**src/rtl/full_adder_core.sv**
```systemverilog
// Registered N-bit ripple-carry adder built from chained 1-bit full-adder cells.
// The result is {cout, sum} = a + b + cin, together with a two's-complement
// overflow flag and a zero flag. All outputs are registered with one clock of
// latency. The output registers load only when in_valid is high and hold their
// value otherwise.

// One-bit full-adder cell. It is chained WIDTH times to form the ripple adder.
module full_adder_cell (
  input  logic a_i,
  input  logic b_i,
  input  logic c_i,
  output logic s_o,
  output logic c_o
);

  assign s_o = a_i ^ b_i ^ c_i;
  assign c_o = (a_i & b_i) | (a_i & c_i) | (b_i & c_i);

endmodule

module full_adder_core #(
  parameter int WIDTH = 4
) (
  input  logic             clk,
  input  logic             rst_n,
  input  logic             in_valid,
  input  logic [WIDTH-1:0] a,
  input  logic [WIDTH-1:0] b,
  input  logic             cin,
  output logic [WIDTH-1:0] sum,
  output logic             cout,
  output logic             ovf,
  output logic             zero,
  output logic             out_valid
);

  // carry_s[i] is the carry into bit i. carry_s[WIDTH] is the final carry-out.
  logic [WIDTH:0]   carry_s;
  logic [WIDTH-1:0] sum_s;
  logic             ovf_s;
  logic             zero_s;

  logic [WIDTH-1:0] sum_q,  sum_d;
  logic             cout_q, cout_d;
  logic             ovf_q,  ovf_d;
  logic             zero_q, zero_d;
  logic             vld_q,  vld_d;

  assign carry_s[0] = cin;

  for (genvar i = 0; i < WIDTH; i++) begin : g_cell
    full_adder_cell u_cell (
      .a_i (a[i]),
      .b_i (b[i]),
      .c_i (carry_s[i]),
      .s_o (sum_s[i]),
      .c_o (carry_s[i+1])
    );
  end

  // Signed overflow: the carry into the MSB differs from the carry out of it.
  // With WIDTH=1 the carry into the MSB is cin itself.
  assign ovf_s  = carry_s[WIDTH-1] ^ carry_s[WIDTH];
  // The zero flag looks only at the sum bits. A wrap to 2^WIDTH therefore
  // reads as zero.
  assign zero_s = (sum_s == {WIDTH{1'b0}});

  // Next-state logic: load a fresh result on a valid beat, otherwise hold.
  // out_valid marks only the cycle that follows a capture.
  always_comb begin
    sum_d  = sum_q;
    cout_d = cout_q;
    ovf_d  = ovf_q;
    zero_d = zero_q;
    vld_d  = in_valid;
    if (in_valid) begin
      sum_d  = sum_s;
      cout_d = carry_s[WIDTH];
      ovf_d  = ovf_s;
      zero_d = zero_s;
    end else begin
      sum_d  = sum_q;
      cout_d = cout_q;
      ovf_d  = ovf_q;
      zero_d = zero_q;
    end
  end

  // Output registers. Reset clears them asynchronously and discards any
  // pending result.
  always_ff @(posedge clk or negedge rst_n) begin
    if (!rst_n) begin
      sum_q  <= {WIDTH{1'b0}};
      cout_q <= 1'b0;
      ovf_q  <= 1'b0;
      zero_q <= 1'b0;
      vld_q  <= 1'b0;
    end else begin
      sum_q  <= sum_d;
      cout_q <= cout_d;
      ovf_q  <= ovf_d;
      zero_q <= zero_d;
      vld_q  <= vld_d;
    end
  end

  assign sum       = sum_q;
  assign cout      = cout_q;
  assign ovf       = ovf_q;
  assign zero      = zero_q;
  assign out_valid = vld_q;

endmodule

```
**config.mk**
```make
export PLATFORM = sky130hd
export DESIGN_NAME = full_adder_core
export DESIGN_NICKNAME = d
export VERILOG_FILES = /design/src/rtl/full_adder_core.sv
export SDC_FILE = /design/constraint.sdc
export NUM_CORES = 1
export LEC_CHECK = 0
export CORE_AREA = 2 2 39 41
export DETAILED_ROUTE_END_ITERATION = 10
export DIE_AREA = 0 0 41 43
export PLACE_DENSITY_LB_ADDON = 0.25
export SLEW_MARGIN = 25
export SYNTH_ARGS = -nofsm -noshare
export SYNTH_HDL_FRONTEND = slang
export SYNTH_HIERARCHICAL = 1
export SYNTH_SLANG_ARGS = --single-unit
```
**constraint.sdc**
```tcl
create_clock -name clk -period 1.66 [get_ports clk]
set_input_delay 0.249 -clock clk [delete_from_list [all_inputs] [get_ports clk]]
set_output_delay 0.249 -clock clk [all_outputs]
set_load 0.01 [all_outputs]
```
# After elaboration in Yosys (flattened, before gate mapping)

Cells that the tools add are included.

Register bits after elaboration: 8
Latch bits: 0
Bits in writable memories: 0
Bits in read-only memories: 0
Input bits: 12
Word-level logic and storage cells: 35
Memories: 0

Add/sub/neg operators: 0
Multipliers: 0
Divide/modulo/power cells: 0
Order comparisons: 0
Equality and inequality tests: 0
Shift-type cells: 0
Muxes and demuxes: 0
Bitwise logic cells: 29
Reduce and logical (&&, ||, !) cells: 1

Operators with widths:

| operator         | count |
|---|---|
| $and A1 B1 Y1    | 12 |
| $xor A1 B1 Y1    | 9 |
| $or A1 B1 Y1     | 8 |
| $logic_not A4 Y1 | 1 |

# Logic depth before layout (Yosys ltp)

Depth in word-level cells: 13
Gate-level depth with buffers: 6

# Modules after synthesis

Netlist, hierarchy kept.

Modules (own cells, without submodules):

| module          | times used | cells each | area an instance (µm²) |
|---|---|---|---|
| full_adder_core | 1          | 19         | 331.6 |
| full_adder_cell | 4          | 1          | 20.0 |

# Least setup slack after synthesis

OpenSTA, ideal clock, no wires.

Path kind: input to register
Start: input port a[0]
End: register zero_q, in the netlist zero
Library setup time: 0.064 ns
Data arrival time: 2.358 ns
Path slack: -0.763 ns
Stages on the path: 6
Path buffers: 0
Path through: fa_1 -> fa_1 -> fa_1 -> fa_1 -> nor4_2 -> mux2_4

Word-level cells in the longest chain between the ends: 11
Elaborated cells on any way between the ends: 18
Those cells by class: 17 x bitwise; 1 x reduce/logical

Ends and longest elaborated chain:

| what                        | line | text |
|---|---|---|
| start, declared             | 27   | `input logic [WIDTH-1:0] a,` |
| $and A1 B1 Y1               | 17   | `assign c_o = (a_i & b_i) \| (a_i & c_i) \| (b_i & c_i);` |
| $or A1 B1 Y1 * (2 in a row) | 17   |  |
| $and A1 B1 Y1               | 17   |  |
| $or A1 B1 Y1                | 17   |  |
| $or A1 B1 Y1 *              | 17   |  |
| via carry_s[2]              | 38   | `logic [WIDTH:0] carry_s;` |
| $and A1 B1 Y1               | 17   |  |
| $or A1 B1 Y1                | 17   |  |
| $or A1 B1 Y1 *              | 17   |  |
| via carry_s[3]              | 38   |  |
| $xor A1 B1 Y1 *             | 16   | `assign s_o = a_i ^ b_i ^ c_i;` |
| via sum_s[3]                | 39   | `logic [WIDTH-1:0] sum_s;` |
| $logic_not A4 Y1 *          | 66   | `assign zero_s = (sum_s == {WIDTH{1'b0}});` |
| end signal, assigned        | 102  | `zero_q <= zero_d;` |
| end, declared               | 46   | `logic zero_q, zero_d;` |

The timed path passes the listed nets; every way through them passes the cells marked *.
A chain may end at the register's enable or synchronous reset.

# Final worst setup path

Start: input port cin
End: register zero_q, in the netlist zero

Word-level cells in the longest chain between the ends: 11
Elaborated cells on any way between the ends: 17
Those cells by class: 16 x bitwise; 1 x reduce/logical

Ends and longest elaborated chain:

| what               | line | text |
|---|---|---|
| start, declared    | 29   | `input logic cin,` |
| $and A1 B1 Y1      | 17   |  |
| $or A1 B1 Y1       | 17   |  |
| $or A1 B1 Y1 *     | 17   |  |
| via carry_s[1]     | 38   |  |
| $and A1 B1 Y1      | 17   |  |
| $or A1 B1 Y1       | 17   |  |
| $or A1 B1 Y1 *     | 17   |  |
| via carry_s[2]     | 38   |  |
| $and A1 B1 Y1      | 17   |  |
| $or A1 B1 Y1       | 17   |  |
| $or A1 B1 Y1 *     | 17   |  |
| via carry_s[3]     | 38   |  |
| $xor A1 B1 Y1 *    | 16   |  |
| via sum_s[3]       | 39   |  |
| $logic_not A4 Y1 * | 66   |  |

Marked as above.

==> flow_summary.ini <==
[worst_setup_path]
path_max_fanout = 2
cp.required_ns = 1.80
worst_path_most_repeated_cell = fa_2
worstPathCellList = buf_6 > fa_2 > fa_2 > fa_2 > fa_2 > nor4_2 > mux2_4
reg2reg_depth = 1
cp.arrival_ns = 2.28
worstReg2RegEnd = sum[2]
r2r_start = sum[2]
r2r_slack_ns = 0.89
cp-start-kind = primary input
cp_slowest_stage_delay_ns = 0.56
crit_type = primary input to register
crit_slowest_cell = fa_2
end_kind = register
critPathTopFamily = adder cells
path_buf_inv = 1

[power_and_ir_drop]
power_uw = 624.3
power_per_cell_area_nw_per_um2 = 952.3
ir_drop_mv = 0.4462
p_leak_nw = 0.2827

[finish]
final_core_util = 0.4738
fin_cells = 62
drive_gt1_frac = 0.4348
syn2layout_area_growth_pct = 59.27
postLayoutCellArea_um2 = 655.6
num_antenna_cells = 0
finalNetCount = 64

[routing]
drc_errors = 0
wl_per_cell_um = 13.52
drtIter0Drc = 0
drtAntennaViolNets = 0
routed_wl_um = 838
via_per_inst = 4.484
vias = 278
drt_pass1_iterations = 1

[grt]
antenna_found_initial = 0
grt_first_pass_wirelength_um = 1338
grt_max_degree = 10
grt_overflow = 0
grt_use_total = 0.1213
grt_pass1_vias = 320

[placement]
dpl_worst_slack_ns = -1.204
postPlaceCellArea_um2 = 625.6
port_buffers = 19
dp_cells = 58
place.gp.congestion = 0.6295

[logic_synthesis]
synthCells = 23
synth_area_leaders = dfrtp_1, mux2_4, fa_1
syn_area_per_cell_um2 = 17.90
seq_area_frac_synth = 0.4863
synth_flop_cell = dfrtp_1
ys_ff_latch = 8
yosysMostFrequentCell = dfrtp_1
synth_nets = 39
synthArstFlopShare = 1.000
synth_top_cell_by_area = dfrtp_1
synth_edf_count = 0
yosysWarnings = 6
synth_top_area_frac = 0.4863
synth_cell_types = 8
syn_area_um2 = 411.6
synth_commonest_cells = dfrtp_1, mux2_4, fa_1

[timing]
hold_violations = 0
tightest_slew_ns = 0.3542
slew_headroom = 0.7631
fin_crit_ns = 2.146
finalSetupViolations = 4
fin_skew_ns = 0
report.final.slew_viol_count = 0
period_share = 1.293
fmax_ghz = 0.4660
rsz0062_at_grt = yes
setup_slack_ns = -0.4858
worst_hold_slack_ns = 0.2653
fin_tns_setup_ns = -1.337

[clock_tree]
h-tree-depth = 1
cts_tree = yes
clkTransAtPathRegs_ns = 0.06
clockBufferDepth = 2
cts.sinks = 8
root_buffer = clkbuf_4
clk_latency_ns = 0.26
cts_hold_buf = 0
cts_inserted_buffers = 3

[die]
core_um2 = 1384
die_h_um = 43
dieArea_um2 = 1763
std_cell_rows = 14
die-width_um = 41
io_pins = 20
start_util = 0.2975

[outcome]
status = complete, but fails checks
violations = negative setup slack

[job]
drv_cap = 0

[hold_path]
hp-class = primary input to async pin
-- layout by cell type (no fill, tap or decap), drive strengths merged --
cell type and instances:
mux2 6, buf 5, clkdlybuf4s50 15, fa 4
dfrtp 8, clkbuf 3, nor2 1, nor4 1
xnor2 1, a21oi 1, dlygate4sd2 1
-- layer usage --
layer	vias to the layer above	wire (um)	GRT usage
li1	126	-	-
met1	138	306	0.1216
met5	-	0	0
met4	0	14	0.08000
met2	12	462	0.1938
met3	2	54	0.04712
-- repair_timing --
| item | 4_1_cts | 5_1_grt |
|---|---|---|
| setup endpoints to repair | 6 | 4 |
| cloned | 0 | 0 |
| buffers inserted | 1 | 0 |
| pin swaps | 7 | 1 |
| resized for setup | 15 | 1 |
-- cells by family after synthesis --
logic type	share of synthesized area
AO/OA/AOI/OAI	0.01215
XOR/XNOR	0.02128
adder cells (fa/ha/maj)	0.1945
buffers and inverters	0.02735
flip-flops	0.4863
multiplexers	0.2189
AND/OR/NAND/NOR	0.03950
-- report_power, final --
part | switching, mW | internal (mW) | leakage, nW
combinational | 0.0760 | 0.148 | 0.174
clock | 0.0689 | 0.0829 | 0.0138
sequential | 0.0193 | 0.229 | 0.0950
total | 0.164 | 0.460 | 0.283
-- worst max-delay path by stage --
stage	from	to	slack, ns	cells after the start
after global routing	cin	zero	-0.53	7
after floorplan	a[0]	zero	-0.67	6
after detailed placement	a[0]	zero	-1.20	7
after CTS	cin	zero	-0.48	7
after global placement	a[0]	zero	-1.18	7
final	cin	zero	-0.49	7
-- registers in the layout (all words and copies together), names as in the netlist --
name / count
out_valid: 1
zero: 1
sum: 4
cout: 1
ovf: 1
-- final cells by class --
type | count | area [um2]
fillers | 115 | 728.2
multi-input cells | 14 | 217.7
flip-flops and latches | 8 | 200.2
repair buffers | 21 | 195.2
clock buffers | 3 | 22.52
well taps | 16 | 20.02
Note: power is estimated with default switching activity, not from simulation.
